`config.mk`:
```
export PLATFORM = sky130hd
export DESIGN_NAME = alu_ctrl_dec
export DESIGN_NICKNAME = d
export VERILOG_FILES = /design/src/rtl/alu_ctrl_dec.sv
export SDC_FILE = /design/constraint.sdc
export NUM_CORES = 1
export LEC_CHECK = 0
export CAP_MARGIN = 20
export CORE_AREA = 2 2 59 61
export CTS_CLUSTER_DIAMETER = 80
export DETAILED_ROUTE_END_ITERATION = 7
export DIE_AREA = 0 0 61 63
export GPL_TIMING_DRIVEN = 0
export HOLD_SLACK_MARGIN = 0.15
export MAX_ROUTING_LAYER = met4
export PLACE_DENSITY = 0.74
export SKIP_LAST_GASP = 1
export SYNTH_ARGS = -nofsm -noshare
export SYNTH_HDL_FRONTEND = slang
export SYNTH_SLANG_ARGS = --single-unit
```
`constraint.sdc`:
```
create_clock -name clk -period 1.3 [get_ports clk]
set_input_delay 0.39 -clock clk [delete_from_list [all_inputs] [get_ports clk]]
set_output_delay 0.39 -clock clk [all_outputs]
set_load 0.05 [all_outputs]
```
`src/rtl/alu_ctrl_dec.sv`:
```
// RV32I -> ALUop decode stage with a 2-entry output queue.
// Decode is combinational on the incoming word; the queue holds decoded side-band only.
module alu_ctrl_dec #(
    parameter int DEPTH = 2,
    parameter int OPW   = 5
) (
    input  logic            clk,
    input  logic            rst_n,
    input  logic            flush,
    input  logic            in_valid,
    output logic            in_ready,
    input  logic [31:0]     in_instr,
    output logic            out_valid,
    input  logic            out_ready,
    output logic [OPW-1:0]  out_alu_op,
    output logic            out_use_imm,
    output logic            out_is_branch,
    output logic            out_illegal
);
    localparam int EW = OPW + 3;

    localparam logic [6:0] OPC_R    = 7'b0110011;
    localparam logic [6:0] OPC_I    = 7'b0010011;
    localparam logic [6:0] OPC_BR   = 7'b1100011;
    localparam logic [6:0] OPC_LD   = 7'b0000011;
    localparam logic [6:0] OPC_ST   = 7'b0100011;
    localparam logic [6:0] OPC_JALR = 7'b1100111;
    localparam logic [6:0] OPC_AUI  = 7'b0010111;
    localparam logic [6:0] OPC_LUI  = 7'b0110111;
    localparam logic [6:0] OPC_JAL  = 7'b1101111;

    localparam logic [6:0] F7_ZERO = 7'b0000000;
    localparam logic [6:0] F7_ALT  = 7'b0100000;

    localparam logic [OPW-1:0] ALU_ADD  = OPW'(0);
    localparam logic [OPW-1:0] ALU_SUB  = OPW'(1);
    localparam logic [OPW-1:0] ALU_SLL  = OPW'(2);
    localparam logic [OPW-1:0] ALU_SLT  = OPW'(3);
    localparam logic [OPW-1:0] ALU_SLTU = OPW'(4);
    localparam logic [OPW-1:0] ALU_XOR  = OPW'(5);
    localparam logic [OPW-1:0] ALU_SRL  = OPW'(6);
    localparam logic [OPW-1:0] ALU_SRA  = OPW'(7);
    localparam logic [OPW-1:0] ALU_OR   = OPW'(8);
    localparam logic [OPW-1:0] ALU_AND  = OPW'(9);
    localparam logic [OPW-1:0] ALU_BEQ  = OPW'(10);
    localparam logic [OPW-1:0] ALU_BNE  = OPW'(11);
    localparam logic [OPW-1:0] ALU_BLT  = OPW'(12);
    localparam logic [OPW-1:0] ALU_BGE  = OPW'(13);
    localparam logic [OPW-1:0] ALU_BLTU = OPW'(14);
    localparam logic [OPW-1:0] ALU_BGEU = OPW'(15);

    logic [6:0]     w_opc;
    logic [2:0]     w_f3;
    logic [6:0]     w_f7;
    logic [OPW-1:0] w_op;
    logic           w_imm;
    logic           w_br;
    logic           w_ill;
    logic [OPW-1:0] w_f3_op;
    logic           w_unused;

    assign w_opc    = in_instr[6:0];
    assign w_f3     = in_instr[14:12];
    assign w_f7     = in_instr[31:25];
    assign w_unused = ^{in_instr[24:15], in_instr[11:7]};

    // Shared funct3 -> op map for register and immediate arithmetic.
    always_comb begin
        w_f3_op = ALU_ADD;
        case (w_f3)
            3'b000:  w_f3_op = ALU_ADD;
            3'b001:  w_f3_op = ALU_SLL;
            3'b010:  w_f3_op = ALU_SLT;
            3'b011:  w_f3_op = ALU_SLTU;
            3'b100:  w_f3_op = ALU_XOR;
            3'b101:  w_f3_op = ALU_SRL;
            3'b110:  w_f3_op = ALU_OR;
            default: w_f3_op = ALU_AND;
        endcase
    end

    always_comb begin
        w_op  = ALU_ADD;
        w_imm = 1'b0;
        w_br  = 1'b0;
        w_ill = 1'b0;
        case (w_opc)
            OPC_R: begin
                if (w_f7 == F7_ZERO)                        w_op = w_f3_op;
                else if (w_f7 == F7_ALT && w_f3 == 3'b000)  w_op = ALU_SUB;
                else if (w_f7 == F7_ALT && w_f3 == 3'b101)  w_op = ALU_SRA;
                else                                        w_ill = 1'b1;
            end
            OPC_I: begin
                w_imm = 1'b1;
                w_op  = w_f3_op;
                // Only the shift forms constrain the upper immediate bits.
                if (w_f3 == 3'b001 && w_f7 != F7_ZERO) w_ill = 1'b1;
                if (w_f3 == 3'b101) begin
                    if (w_f7 == F7_ALT)       w_op  = ALU_SRA;
                    else if (w_f7 != F7_ZERO) w_ill = 1'b1;
                end
            end
            OPC_BR: begin
                w_br = 1'b1;
                case (w_f3)
                    3'b000:  w_op = ALU_BEQ;
                    3'b001:  w_op = ALU_BNE;
                    3'b100:  w_op = ALU_BLT;
                    3'b101:  w_op = ALU_BGE;
                    3'b110:  w_op = ALU_BLTU;
                    3'b111:  w_op = ALU_BGEU;
                    default: w_ill = 1'b1;
                endcase
            end
            OPC_LD, OPC_ST, OPC_AUI, OPC_LUI, OPC_JAL: w_imm = 1'b1;
            OPC_JALR: begin
                w_imm = 1'b1;
                if (w_f3 != 3'b000) w_ill = 1'b1;
            end
            default: w_ill = 1'b1;
        endcase
        if (w_ill) begin
            w_op  = ALU_ADD;
            w_imm = 1'b0;
            w_br  = 1'b0;
        end
    end

    logic [EW-1:0] r_mem [DEPTH];
    logic          r_head;
    logic [1:0]    r_count;
    logic          w_push;
    logic          w_pop;
    logic          w_tail;
    logic [EW-1:0] w_entry;
    logic [EW-1:0] w_head_entry;

    assign in_ready     = (r_count < 2'(DEPTH));
    assign out_valid    = (r_count != 2'd0);
    assign w_push       = in_valid && in_ready;
    assign w_pop        = out_valid && out_ready;
    assign w_tail       = r_head ^ r_count[0];
    assign w_entry      = {w_op, w_imm, w_br, w_ill};
    assign w_head_entry = out_valid ? r_mem[r_head] : '0;

    assign {out_alu_op, out_use_imm, out_is_branch, out_illegal} = w_head_entry;

    always_ff @(posedge clk or negedge rst_n) begin
        if (!rst_n) begin
            r_count <= 2'd0;
            r_head  <= 1'b0;
            for (int i = 0; i < DEPTH; i++) r_mem[i] <= '0;
        end else if (flush) begin
            r_count <= 2'd0;
            r_head  <= 1'b0;
        end else begin
            if (w_push) r_mem[w_tail] <= w_entry;
            if (w_pop)  r_head <= ~r_head;
            case ({w_push, w_pop})
                2'b10:   r_count <= r_count + 2'd1;
                2'b01:   r_count <= r_count - 2'd1;
                default: r_count <= r_count;
            endcase
        end
    end
endmodule

```
# [Yosys cells after proc, flatten, opt, wreduce, memory -nomap -nowiden]
# Cells that the tools add are included.
# W data, S select, Z words.
[classes] add_sub_neg=2 magnitude_cmp=4 n_eq_ne=19 n_reduce_logical=17 bitwise_logic=5 muxes=34
[op_table] op="$mux W8" n=5
[op_table] op="$eq A7 B6 Y1 const B" n=4
[op_table] op="$pmux W4 S7" n=1
[op_table] op="$pmux W4 S6" n=1
[op_table] op="$eq A7 B7 Y1 const B" n=3
[op_table] op="$mux W5" n=4
[op_table] op="$bwmux W16" n=1
[op_table] op="$mux W1" n=15
[op_table] op="$pmux W5 S3" n=1
[op_table] op="$eq A7 B5 Y1 const B" n=2
[op_table] op="$eq A3 B3 Y1 const B" n=4
[op_table] op="$demux W8 S1" n=1
[op_table] op="$eq A7 B2 Y1 const B" n=1
[op_table] op="$logic_not A7 Y1" n=1
[op_table] op="$reduce_bool A7 Y1" n=1
[op_table] op="$reduce_or A7 Y1" n=1
[op_table] op="$eq A3 B2 Y1 const B" n=2
[op_table] op="$logic_and A1 B1 Y1" n=6
[op_table] op="$mux W3" n=2
[op_table] op="$reduce_bool A3 Y1" n=2
[op_table] op="$reduce_or A6 Y1" n=1
[op_table] op="$pmux W1 S5" n=1
[op_table] op="$reduce_or A5 Y1" n=1
[op_table] op="$ge A2 B2 Y1 const B" n=2
[op_table] op="15 further kinds" n=18
[totals] wordCells=85 regBits=19

# [Depth between registers and ports, before layout]
[depth] depth_word=9 depth_mapped=6 ltp_nobuf=5

# [Worst setup path after synthesis]
# No wires, ideal clock.
[synth_timing] kind="reg2out" from="register r_head" to="output out_alu_op[0]" setup_slack_ns=-0.397 stages_incl_launch_ff=4 path_buffers=1 t_required_ns=0.910 arrival_time_ns=1.307 path_cell_list="dfrtp_1 buf_2 mux2i_1 nor2_1"
[synth_via] elab_chain_cells=5
[synth_lines] element="start, declared" line_no="131" text="logic r_head;"
[synth_lines] element="start signal, assigned" line_no="159" text="if (w_pop) r_head <= ~r_head;"
[synth_lines] element="$not A1 Y2 (not written as such)" line_no="145" text="assign w_head_entry = out_valid ? r_mem[r_head] : '0;"
[synth_lines] element="$mux W8 (not written as such) (3 in series)" line_no="145"
[synth_lines] element="$mux W8" line_no="145"
[synth_lines] element="end, declared" line_no="15" text="output logic [OPW-1:0] out_alu_op,"
# Every way passes these cells. The select of a mux whose other input is x is not followed.

# [Worst setup path in the final report]
[layout_timing] from="register r_count[1]" to="output out_alu_op[0]"
[layout_via] elab_chain_cells=2
[layout_lines] element="start, declared" line_no="132" text="logic [1:0] r_count;"
[layout_lines] element="start signal, assigned" line_no="161" text="2'b10: r_count <= r_count + 2'd1;"
[layout_lines] element="start signal, assigned" line_no="162" text="2'b01: r_count <= r_count - 2'd1;"
[layout_lines] element="start signal, assigned" line_no="163" text="default: r_count <= r_count;"
[layout_lines] element="$reduce_bool A2 Y1" line_no="140" text="assign out_valid = (r_count != 2'd0);"
[layout_lines] element="$mux W8" line_no="145"
# Every way passes these cells.

==> metrics.txt <==
antenna violations before repair 0; CP endpoint kind output port; clk_lat worst skew 0.29 ns; Max stage delay on crit path ~0.48 ns; DRT Pass-1 Iters 4; met3 GRT Util 0.0207; internal power 934 uW; Post-CTS Hold Fix Bufs 0; Post-DP HPWL 2.15 mm; worst path bufs/invs 2; worst hold margin between 0.5 and 0.6 ns; height of the die around 63 um; core footprint 3230 sq um; peak fanout along the critical path 5; Initial Util 0.372; TritonCTS Sinks 17; Max Buffers Root-to-Sink 2; GR met1 Demand/Resource 0.224; P&R area growth vs syn 70.8%; Critical Path Stages 4; hold depth 2; worst path arrival time between 1 and 1.5 ns; Max-Cap Viols 0; Worst-Margin Slew 0.775 ns; Most used DFF post-synth dfrtp_1; CP max-delay cell dfrtp_2; Avg Vias per Cell between 5 and 6; wirelength, routed 3.37 mm; clock share of power 0.202; syn_area_per_cell approximately 8.6 sq um; kind of critical path flop to output port; Reg clk slew, reported paths about 0.10 ns; synthesized area 1200 sq um; vias in the first global route 1291; sequential share of power 0.426; first-pass GRT wire length 5.75 mm; outcome complete, but fails checks; Top Usage Layer GRT met2; Rows 21; CTS tree yes; DR DRC count 0; worst min-delay path class input pin to flop; largest family of logic cells by synthesized area simple AND/OR/NAND/NOR gates; RD Place Congestion roughly 0.84; Final setup viols 23; combinational fraction of design power 0.372; Num CTS Buffers 3; maximum vdd drop 0.333 mV; pwr dens around 680 nW/um^2; detailed-route via count roughly 1200; warnings from Yosys 0; R2R setup slack -0.25 ns; crit-path leading delay family flip-flops; pin count of the biggest net entering global routing 18; dpl ws -1.08 ns; Overflow after GRT 0; final core utilization 0.636; initial drt markers between 50 and 60; relative slew slack 0.482; period utilization 1.34; switching power about 470 uW; die width 61 um; failing checks setup timing; synthesized flop and latch total 17; multiplexer share of the synthesized area 0.0956; Global Route Usage Sum 0.197; Pins Over Slew Limit 0; Final Hold Viols 0; Synth Area in Adders 0; max frequency between 0.5 and 0.6 GHz; I/O Pins 47; Required @ worst endpoint between 0.9 and 1 ns; Gate Count Post-Synth 140; Root Driver clkbuf_4; fraction of layout cells with a size suffix above 1 0.484; Die ar. between 3000 and 4000 sq um; WL per Instance roughly 14 um; min Tclk post-route roughly 1.7 ns; H-tree Lvls 1; final worst slack -0.443 ns; Sw Ratio 0.336; leak pwr ~0.00083 uW; antenna-violating nets left 0; xor/xnor share of the synthesized area 0.0437; startpoint types flop; Worst Skew 0.00411 ns; met2 global-route usage 0.352; Post-synth EDFFs 0; ANT cells 0; simple-gate share of the synthesized area 0.247; Port-buffer cells 25; Reg2Reg Depth 6; Syn Nets between 150 and 200; Synth Area in Compound Gates 0.193; Post-synth ARST share 1.00; unrepaired setup endpoints after global routing true; critical-path cell list nor2_4, buf_4, nor2_2, buf_4; CP dominant cell by count buf_4; Seq/Total Area, Yosys 0.353; nets ~230; Yosys cell types 41
==> state kept, by name, indices dropped and copies added, names as in the netlist <==
signal,flops
r_mem,14
r_count,2
r_head,1
==> power groups by stage <==
stage	clock network (uW)	logic, uW	registers [uW]
5_1_grt	318	562	603
3_3_place_gp	0	360	593
6_report	284	524	599
3_5_place_dp	0	371	594
4_1_cts	290	484	599
2_1_floorplan	0	248	590
==> metal layers <==
| layer | wire (um) | share of wire |
|---|---|---|
| met5 | 0 | 0 |
| met4 | 42 | 0.012 |
| met3 | 123 | 0.037 |
| met2 | 1840 | 0.55 |
| met1 | 1360 | 0.40 |
==> cell type report <==
cell class | instances | area, sq um
tap | 46 | 57.6
fill | 262 | 1180
sequential | 17 | 428
buffer | 9 | 113
clock inverter | 1 | 5.00
timing repair buffer | 44 | 402
multi-input combinational | 108 | 1000
clock buffer | 3 | 22.5
inverter | 6 | 27.5
==> metrics by stage <==
step | TNS, ns | cells | instance area [sq um] | power, uW
2_1_floorplan | -3.79 | 140 | 1320 | 838
3_3_place_gp | -19.43 | 211 | 1630 | 952
3_5_place_dp | -20.43 | 211 | 1630 | 965
4_1_cts | -5.04 | 232 | 2000 | 1370
5_1_grt | -7.52 | 234 | 2060 | 1480
6_report | -6.12 | 234 | 2060 | 1410
==> cells in the mapped netlist (all sizes together) (2+ instances only) <==
cell type | n | area share
xor2 | 3 | 0.022
a31oi | 2 | 0.010
inv | 6 | 0.019
nor4 | 3 | 0.021
nor2b | 4 | 0.021
clkbuf | 2 | 0.0062
mux2i | 7 | 0.058
nand2b | 5 | 0.026
o31ai | 6 | 0.037
a2111oi | 2 | 0.020
dfrtp | 17 | 0.35
mux2 | 4 | 0.037
buf | 7 | 0.038
a21oi | 6 | 0.025
nand3 | 5 | 0.021
xnor2 | 3 | 0.022
o21ai | 8 | 0.033
o32ai | 2 | 0.015
nor2 | 17 | 0.053
nand2 | 15 | 0.047
==> cell families after synthesis <==
logic type	after synthesis
buf+inv	15
compound gates	33
simple gates	57
other cells	1
mux	11
flops	17
xor+xnor	6
==> layout by cell type (no fill, tap or decap), drive strengths merged, types with 2 or more instances in the layout <==
cell type | synthesis | routed
inv | 6 | 6
nor4 | 3 | 3
o21ai | 8 | 8
xnor2 | 3 | 3
o31ai | 6 | 6
nor2 | 17 | 17
clkdlybuf4s15 | 0 | 8
nand3 | 5 | 5
a21oi | 6 | 6
nor2b | 4 | 4
dlygate4sd2 | 0 | 2
a31oi | 2 | 2
o32ai | 2 | 2
a2111oi | 2 | 2
mux2i | 7 | 7
buf | 7 | 40
clkbuf | 2 | 4
dfrtp | 17 | 17
mux2 | 4 | 4
nand2 | 15 | 15
nand2b | 5 | 5
xor2 | 3 | 3
==> worst paths after layout <==
path                                 end  startpoint
setup / recovery           out_alu_op[0]  r_count[1]
hold / removal                r_count[1]       flush
max in group asynchronous     r_count[1]       rst_n
setup reg to reg               r_mem[11]      r_head
min in group asynchronous         r_head       rst_n
hold reg to reg                 r_mem[3]    r_mem[3]
==> what timing repair did <==
action	in CTS	in global routing
setup buffers	16	2
setup endpoints to repair	24	24
pin swaps	15	1
gates cloned	1	0
gates resized for setup	143	15
Note: power is estimated with default switching activity, not from simulation.
